### src/rtl/tile_arb_pkg.sv
// Shared constants and helpers for the tile ROM arbiter.
// Holds the default widths, the transparent background colour,
// the lock burst cap and the requester-ID width function.
package tile_arb_pkg;

  localparam int DEF_N_REQ  = 4;
  localparam int DEF_ROW_W  = 7;
  localparam int DEF_COL_W  = 4;
  localparam int DEF_DATA_W = 12;

  // Sprite background colour; pixels of this value are transparent.
  localparam logic [11:0] DEF_BG_COLOR = 12'h6DE;

  // A locked requester may stream at most this many consecutive grants.
  localparam int LOCK_CAP   = 64;
  localparam int LOCK_CNT_W = 6;

  // Requester index width; at least one bit even for two requesters.
  function automatic int id_w(input int n);
    return (n <= 2) ? 1 : $clog2(n);
  endfunction

endpackage

### src/rtl/tile_rom_arbiter_rr_pick.sv
// Combinational round-robin picker.
// Returns the first eligible requester found scanning upward from ptr,
// wrapping N-1 -> 0, as a one-hot vector and as an index.
module rr_pick
  import tile_arb_pkg::*;
#(
  parameter int N   = DEF_N_REQ,
  parameter int IDW = id_w(N)
) (
  input  logic [N-1:0]   elig,
  input  logic [IDW-1:0] ptr,
  output logic [N-1:0]   onehot,
  output logic [IDW-1:0] idx,
  output logic           any
);

  int             pos;
  logic [IDW-1:0] pos_idx;

  // Scan from the farthest offset down so the closest eligible bit to ptr wins.
  always_comb begin
    onehot  = '0;
    idx     = '0;
    any     = 1'b0;
    pos     = 0;
    pos_idx = '0;
    for (int k = N - 1; k >= 0; k--) begin
      pos = int'(ptr) + k;
      if (pos >= N) pos = pos - N;
      pos_idx = IDW'(pos);
      if (elig[pos_idx]) begin
        onehot          = '0;
        onehot[pos_idx] = 1'b1;
        idx             = pos_idx;
        any             = 1'b1;
      end
    end
  end

endmodule

### src/rtl/tile_rom_arbiter.sv
// Round-robin arbiter sharing one synchronous-read tile ROM among
// N_REQ sprite/platform requesters. Each accepted request comes back
// two edges later with its requester ID and a transparency flag.
// Optional macro TILE_ARB_LOCK_EN: a granted requester holding lock
// keeps the ROM for back-to-back grants, capped at LOCK_CAP in a row.
module tile_rom_arbiter
  import tile_arb_pkg::*;
#(
  parameter int               N_REQ    = DEF_N_REQ,
  parameter int               ROW_W    = DEF_ROW_W,
  parameter int               COL_W    = DEF_COL_W,
  parameter int               DATA_W   = DEF_DATA_W,
  parameter logic [DATA_W-1:0] BG_COLOR = DATA_W'(DEF_BG_COLOR),
  localparam int              ID_W     = id_w(N_REQ)
) (
  input  logic                   clk,
  input  logic                   reset,
  input  logic [N_REQ-1:0]       req,
  input  logic [N_REQ*ROW_W-1:0] req_row,
  input  logic [N_REQ*COL_W-1:0] req_col,
  input  logic [N_REQ-1:0]       lock,
  output logic [N_REQ-1:0]       gnt,
  output logic [ROW_W-1:0]       rom_row,
  output logic [COL_W-1:0]       rom_col,
  input  logic [DATA_W-1:0]      rom_data,
  output logic                   rsp_valid,
  output logic [ID_W-1:0]        rsp_id,
  output logic [DATA_W-1:0]      rsp_data,
  output logic                   rsp_opaque,
  output logic                   busy
);

  logic [N_REQ-1:0] gnt_p1;
  logic [ROW_W-1:0] row_p1;
  logic [COL_W-1:0] col_p1;
  logic             vld_p1;
  logic [ID_W-1:0]  id_p1;
  logic             vld_p2;
  logic [ID_W-1:0]  id_p2;
  logic [ID_W-1:0]  rr_ptr;
  logic             busy_p1;

  logic [N_REQ-1:0] elig;
  logic [N_REQ-1:0] pick_oh;
  logic [ID_W-1:0]  pick_idx;
  logic             pick_any;
  logic [N_REQ-1:0] win_oh;
  logic [ID_W-1:0]  win_idx;
  logic             win_any;
  logic [ROW_W-1:0] row_sel;
  logic [COL_W-1:0] col_sel;
  logic             hold;

  // Round-robin pointer advance with explicit wrap for any N_REQ.
  function automatic logic [ID_W-1:0] ptr_inc(input logic [ID_W-1:0] p);
    if (p == ID_W'(N_REQ - 1)) return '0;
    return p + ID_W'(1);
  endfunction

`ifdef TILE_ARB_LOCK_EN
  logic [LOCK_CNT_W-1:0] lock_cnt;

  // Current holder keeps the ROM while it locks, until the burst cap is hit.
  assign hold = (|(gnt_p1 & lock & req)) &&
                (lock_cnt != LOCK_CNT_W'(LOCK_CAP - 1));

  // Counts consecutive grants beyond the first one of a locked burst.
  always_ff @(posedge clk) begin
    if (reset) lock_cnt <= '0;
    else if (hold) lock_cnt <= lock_cnt + LOCK_CNT_W'(1);
    else lock_cnt <= '0;
  end
`else
  logic unused_lock;
  assign unused_lock = ^lock;
  assign hold        = 1'b0;
`endif

  // A requester is masked in its own grant cycle unless it is holding a lock.
  always_comb begin
    elig = hold ? req : (req & ~gnt_p1);
  end

  rr_pick #(
    .N   (N_REQ),
    .IDW (ID_W)
  ) u_pick (
    .elig   (elig),
    .ptr    (rr_ptr),
    .onehot (pick_oh),
    .idx    (pick_idx),
    .any    (pick_any)
  );

  // Winner is the picker result, or the current holder during a locked burst.
  always_comb begin
    win_oh  = pick_oh;
    win_idx = pick_idx;
    win_any = pick_any;
    if (hold) begin
      win_oh  = gnt_p1;
      win_idx = id_p1;
      win_any = 1'b1;
    end
  end

  // Select the winner's packed row/column address.
  always_comb begin
    row_sel = '0;
    col_sel = '0;
    for (int i = 0; i < N_REQ; i++) begin
      if (win_idx == ID_W'(i)) begin
        row_sel = req_row[i*ROW_W +: ROW_W];
        col_sel = req_col[i*COL_W +: COL_W];
      end
    end
  end

  // Arbitration and response pipeline registers.
  always_ff @(posedge clk) begin
    if (reset) begin
      gnt_p1  <= '0;
      row_p1  <= '0;
      col_p1  <= '0;
      vld_p1  <= 1'b0;
      id_p1   <= '0;
      vld_p2  <= 1'b0;
      id_p2   <= '0;
      rr_ptr  <= '0;
      busy_p1 <= 1'b0;
    end else begin
      // ---- p1: grant issued, address presented to the ROM ----
      gnt_p1  <= win_oh;
      vld_p1  <= win_any;
      busy_p1 <= |elig;
      if (win_any) begin
        row_p1 <= row_sel;
        col_p1 <= col_sel;
        id_p1  <= win_idx;
        if (!hold) rr_ptr <= ptr_inc(win_idx);
      end
      // ---- p2: ROM data valid, response tagged ----
      vld_p2 <= vld_p1;
      id_p2  <= id_p1;
    end
  end

  assign gnt        = gnt_p1;
  assign rom_row    = row_p1;
  assign rom_col    = col_p1;
  assign busy       = busy_p1;
  assign rsp_valid  = vld_p2;
  assign rsp_id     = id_p2;
  assign rsp_data   = rom_data;
  assign rsp_opaque = vld_p2 && (rom_data != BG_COLOR);

endmodule

### config.mk
export PLATFORM = sky130hd
export DESIGN_NAME = tile_rom_arbiter
export DESIGN_NICKNAME = d
export VERILOG_FILES = /design/src/rtl/tile_arb_pkg.sv /design/src/rtl/tile_rom_arbiter_rr_pick.sv /design/src/rtl/tile_rom_arbiter.sv
export SDC_FILE = /design/constraint.sdc
export NUM_CORES = 1
export LEC_CHECK = 0
export BUFFER_PORTS_ARGS = -buffer_cell sky130_fd_sc_hd__buf_4
export CAP_MARGIN = 20
export CORE_ASPECT_RATIO = 1.4
export CORE_UTILIZATION = 45
export DETAILED_ROUTE_END_ITERATION = 6
export PLACE_DENSITY = 0.83
export SLEW_MARGIN = 20
export SYNTH_ARGS = -nofsm -noshare
export SYNTH_HDL_FRONTEND = slang
export SYNTH_HIERARCHICAL = 1
export SYNTH_SLANG_ARGS = --single-unit
### constraint.sdc
create_clock -name clk -period 3.9 [get_ports clk]
set_clock_uncertainty 0.05 [all_clocks]
set_input_delay 0.39 -clock clk [delete_from_list [all_inputs] [get_ports clk]]
set_output_delay 0.39 -clock clk [all_outputs]
set_load 0.005 [all_outputs]
==> run_results.csv <==
group,metric,value,unit
run_status,status,"complete, but fails checks",
run_status,violations,"DRC",
route,first_pass_iters,6,
clocking,cts-root-buf,"clkbuf_8",
floorplan,die_x,57.0,µm
yosys,async_reset_ff_frac,0,
yosys,seq_area_frac_synth,0.252,
floorplan,std_cell_rows,27,
sta,maxSlewHeadroom,0.537,
route,drtAntennaViolNets,0,
sta,setup_viol,0,
placed_design,placedCellCount,335,
layout,fin_cells,339,
global_routing,grt_pass1_vias,1913,
yosys,synthSimpleGateAreaFrac,0.173,
power_and_ir_drop,p_per_area,720,mW/mm²
worst_setup_path,end_kind,"register",
worst_hold_path,hold_class,"input port to register",
worst_setup_path,crit_buf_inv,2,
clocking,cts_max_path_buffers,2,
sta,min_period,3.12,ns
yosys,synth_edf_count,0,
power_and_ir_drop,p_leak,1.17,nW
yosys,ys.flop_type,"dfxtp_1",
power_and_ir_drop,p_int,1.08,mW
yosys,synth-compound-area-share,0.288,
worst_setup_path,critPathArrivalTime,3.25,ns
layout,drive_gt1_frac,0.436,
global_routing,overflow,0,
floorplan,io_pins,98,
worst_setup_path,path_cells,"inv_1 > ha_1 > nand2_1 > a21o_2 > a221oi_1 > inv_1 > ha_1 > nor3b_4 > a22oi_1 > a211oi_1",
placed_design,routabilityCongestion,0.777,
yosys,ys_warn_count,6,
yosys,synth_top_family_by_area,"compound AO/OA/AOI/OAI gates",
yosys,syn-num-nets,291,
job,maxCapViolations,0,
yosys,synth-seq-cells,24,
placed_design,post-dp-hpwl,3970,µm
clocking,cts_max_level,1,
clocking,cts-resized-gates,0,
global_routing,antenna_found_initial,0,
route,wirelength,5050,µm
clocking,clock-sinks,24,
power_and_ir_drop,vdd_drop_max,360,µV
worst_setup_path,cp_slowest_stage_delay,0.59,ns
clocking,clkTransAtPathRegs,0.08,ns
layout,diodes,0,
yosys,synth_fa_ha_area_frac,0.0788,
yosys,syn_area,0.00191,mm²
floorplan,core-area,0.00399,mm²
power_and_ir_drop,seq_power_share,0.194,
yosys,muxShareOfSynthArea,0.0926,
worst_setup_path,slowest_stage,"ha_1",
floorplan,fp.dieArea,0.00450,mm²
layout,syn_to_final_growth,38.5,%
layout,nets,375,
floorplan,dieHeight,79.0,µm
sta,fmax,320,MHz
route,drc,10,
worst_setup_path,criticalPathCategory,"register to register",
global_routing,grt_max_degree,25,
clocking,hold_buffers,0,
yosys,syn_area_per_cell,8.95,µm²
sta,worst_slew_pin_slew,0.693,ns
clocking,cts_buffers,3,
global_routing,grt_pass1_wl,8020,µm
power_and_ir_drop,p_total,1.90,mW
sta,setup_tns,0,ns
sta,hold_viol_final,0,
yosys,synth-xor-area-share,0,
sta,hold_ws,0.392,ns
power_and_ir_drop,p_sw,0.818,mW
floorplan,start_util,0.478,
worst_setup_path,critical_path.top_delay_family,"compound AO/OA/AOI/OAI gates",
worst_setup_path,crit_required,4.02,ns
worst_setup_path,cp_max_fo,14,
sta,rsz0062_at_grt,"no",
clocking,post-cts-setup-buffers,0,
placed_design,io_buffer_count,93,
power_and_ir_drop,clockPowerShare,0.115,
route,drt_iter0_drc,44,
route,routedWlPerCell,14.9,µm
power_and_ir_drop,combPwrFrac,0.690,
sta,setup_slack,0.778,ns
power_and_ir_drop,switching_share,0.431,
placed_design,post-place-ws,0.662,ns
yosys,ys_types,43,
worst_setup_path,start_kind,"register",
clocking,cts_tree,"done",
sta,fin_crit_sh,0.800,
route,vias,1974,
global_routing,grtUsageTotal,0.223,
yosys,syn_inst,213,
sta,final-max-slew-violation-count,0,
clocking,clk_latency,0.27,ns
route,via_per_inst,5.82,
-- power by group through the flow --
stage	logic, mW	registers (mW)	clock network [mW]
2_1_floorplan	0.926	0.387	0
3_3_place_gp	1.26	0.371	0
3_5_place_dp	1.31	0.374	0
4_1_cts	1.32	0.370	0.225
5_1_grt	1.44	0.379	0.235
6_report	1.31	0.370	0.219
-- state kept, by name, summed over array words and instances (netlist names) --
name	cells
id_p1	2
rsp_id	2
busy	1
vld_p1	1
rr_ptr	2
rsp_valid	1
rom_row	7
rom_col	4
gnt	4
-- synthesized netlist by cell type, types with 3 or more instances --
| library cell | number | share of area |
|---|---|---|
| a41oi_2 | 4 | 0.034 |
| clkbuf_1 | 4 | 0.0079 |
| nor2b_1 | 13 | 0.043 |
| ha_1 | 12 | 0.079 |
| inv_1 | 11 | 0.022 |
| mux2i_1 | 4 | 0.021 |
| nand2_1 | 9 | 0.018 |
| buf_2 | 6 | 0.016 |
| mux2_2 | 3 | 0.018 |
| buf_6 | 4 | 0.024 |
| nand3_1 | 4 | 0.011 |
| dfxtp_1 | 24 | 0.25 |
| o211ai_1 | 4 | 0.016 |
| nor2_1 | 18 | 0.035 |
| a21oi_1 | 4 | 0.011 |
| nor3b_1 | 3 | 0.012 |
| a221oi_1 | 11 | 0.051 |
| a22oi_1 | 10 | 0.039 |
| o22ai_1 | 10 | 0.033 |
| buf_4 | 12 | 0.047 |
| a211oi_1 | 10 | 0.039 |
| a31oi_1 | 4 | 0.013 |
-- cells by family after synthesis --
family                     after synthesis
AOI/OAI and AO/OA                       68
adders and majority gates               12
buffers and inverters                   37
DFF                                     24
muxes                                   13
and+or+nand+nor                         59
-- layer usage --
metal,track usage,vias up,part of all wire
li1,-,958,-
met1,0.222,921,0.38
met2,0.444,89,0.54
met3,0.0423,6,0.064
met4,0.0805,0,0.015
met5,0,-,0
-- final timing paths --
path | start | endpoint | slack, ns | cells after the start
setup reg to reg | rr_ptr[0]$_SDFFE_PP0P_ | rom_row[1]$_SDFFE_PP0P_ | 0.78 | 10
setup / recovery | rr_ptr[0]$_SDFFE_PP0P_ | rom_row[1]$_SDFFE_PP0P_ | 0.78 | 10
hold / removal | req_row[27] | rom_row[6]$_SDFFE_PP0P_ | 0.39 | 3
hold reg to reg | vld_p1$_SDFF_PP0_ | rsp_valid$_SDFF_PP0_ | 0.41 | 1
-- tightest hold or removal path, delay by kind of cell --
| kind | cells | cell delay, ns |
|---|---|---|
| buf+inv | 1 | 0.11 |
| compound gates | 2 | 0.17 |
-- layout make-up --
| cell class | instances | area, µm² |
|---|---|---|
| clock inverters | 1 | 30.0 |
| flip-flops and latches | 24 | 480 |
| repair buffers | 105 | 788 |
| inverters | 11 | 41.3 |
| clock buffers | 3 | 41.3 |
| well taps | 43 | 53.8 |
| fillers | 343 | 1350 |
| multi-input cells | 152 | 1200 |
-- metrics by stage --
| stage | cell area, µm² | util |
|---|---|---|
| finish | 2640 | 0.662 |
| global route | 2640 | 0.662 |
| CTS | 2640 | 0.662 |
| detailed placement | 2570 | 0.644 |
| global placement | 2570 | 0.644 |
| floorplan | 1910 | - |
-- layout by cell type, fill, tap and decap left out, drive strengths merged, types with 3 or more instances in the layout --
| cell | n |
|---|---|
| buf | 105 |
| dfxtp | 24 |
| nor2 | 20 |
| nor2b | 13 |
| ha | 12 |
| inv | 11 |
| a221oi | 11 |
| a211oi | 11 |
| a22oi | 10 |
| o22ai | 10 |
| nand2 | 10 |
| mux2i | 7 |
| mux2 | 5 |
| a21oi | 4 |
| a31oi | 4 |
| o211ai | 4 |
| nand3 | 4 |
| a41oi | 4 |
| nor3b | 4 |
| clkbuf | 3 |
| o221ai | 3 |
No activity file was read; power rests on OpenSTA's default activity.
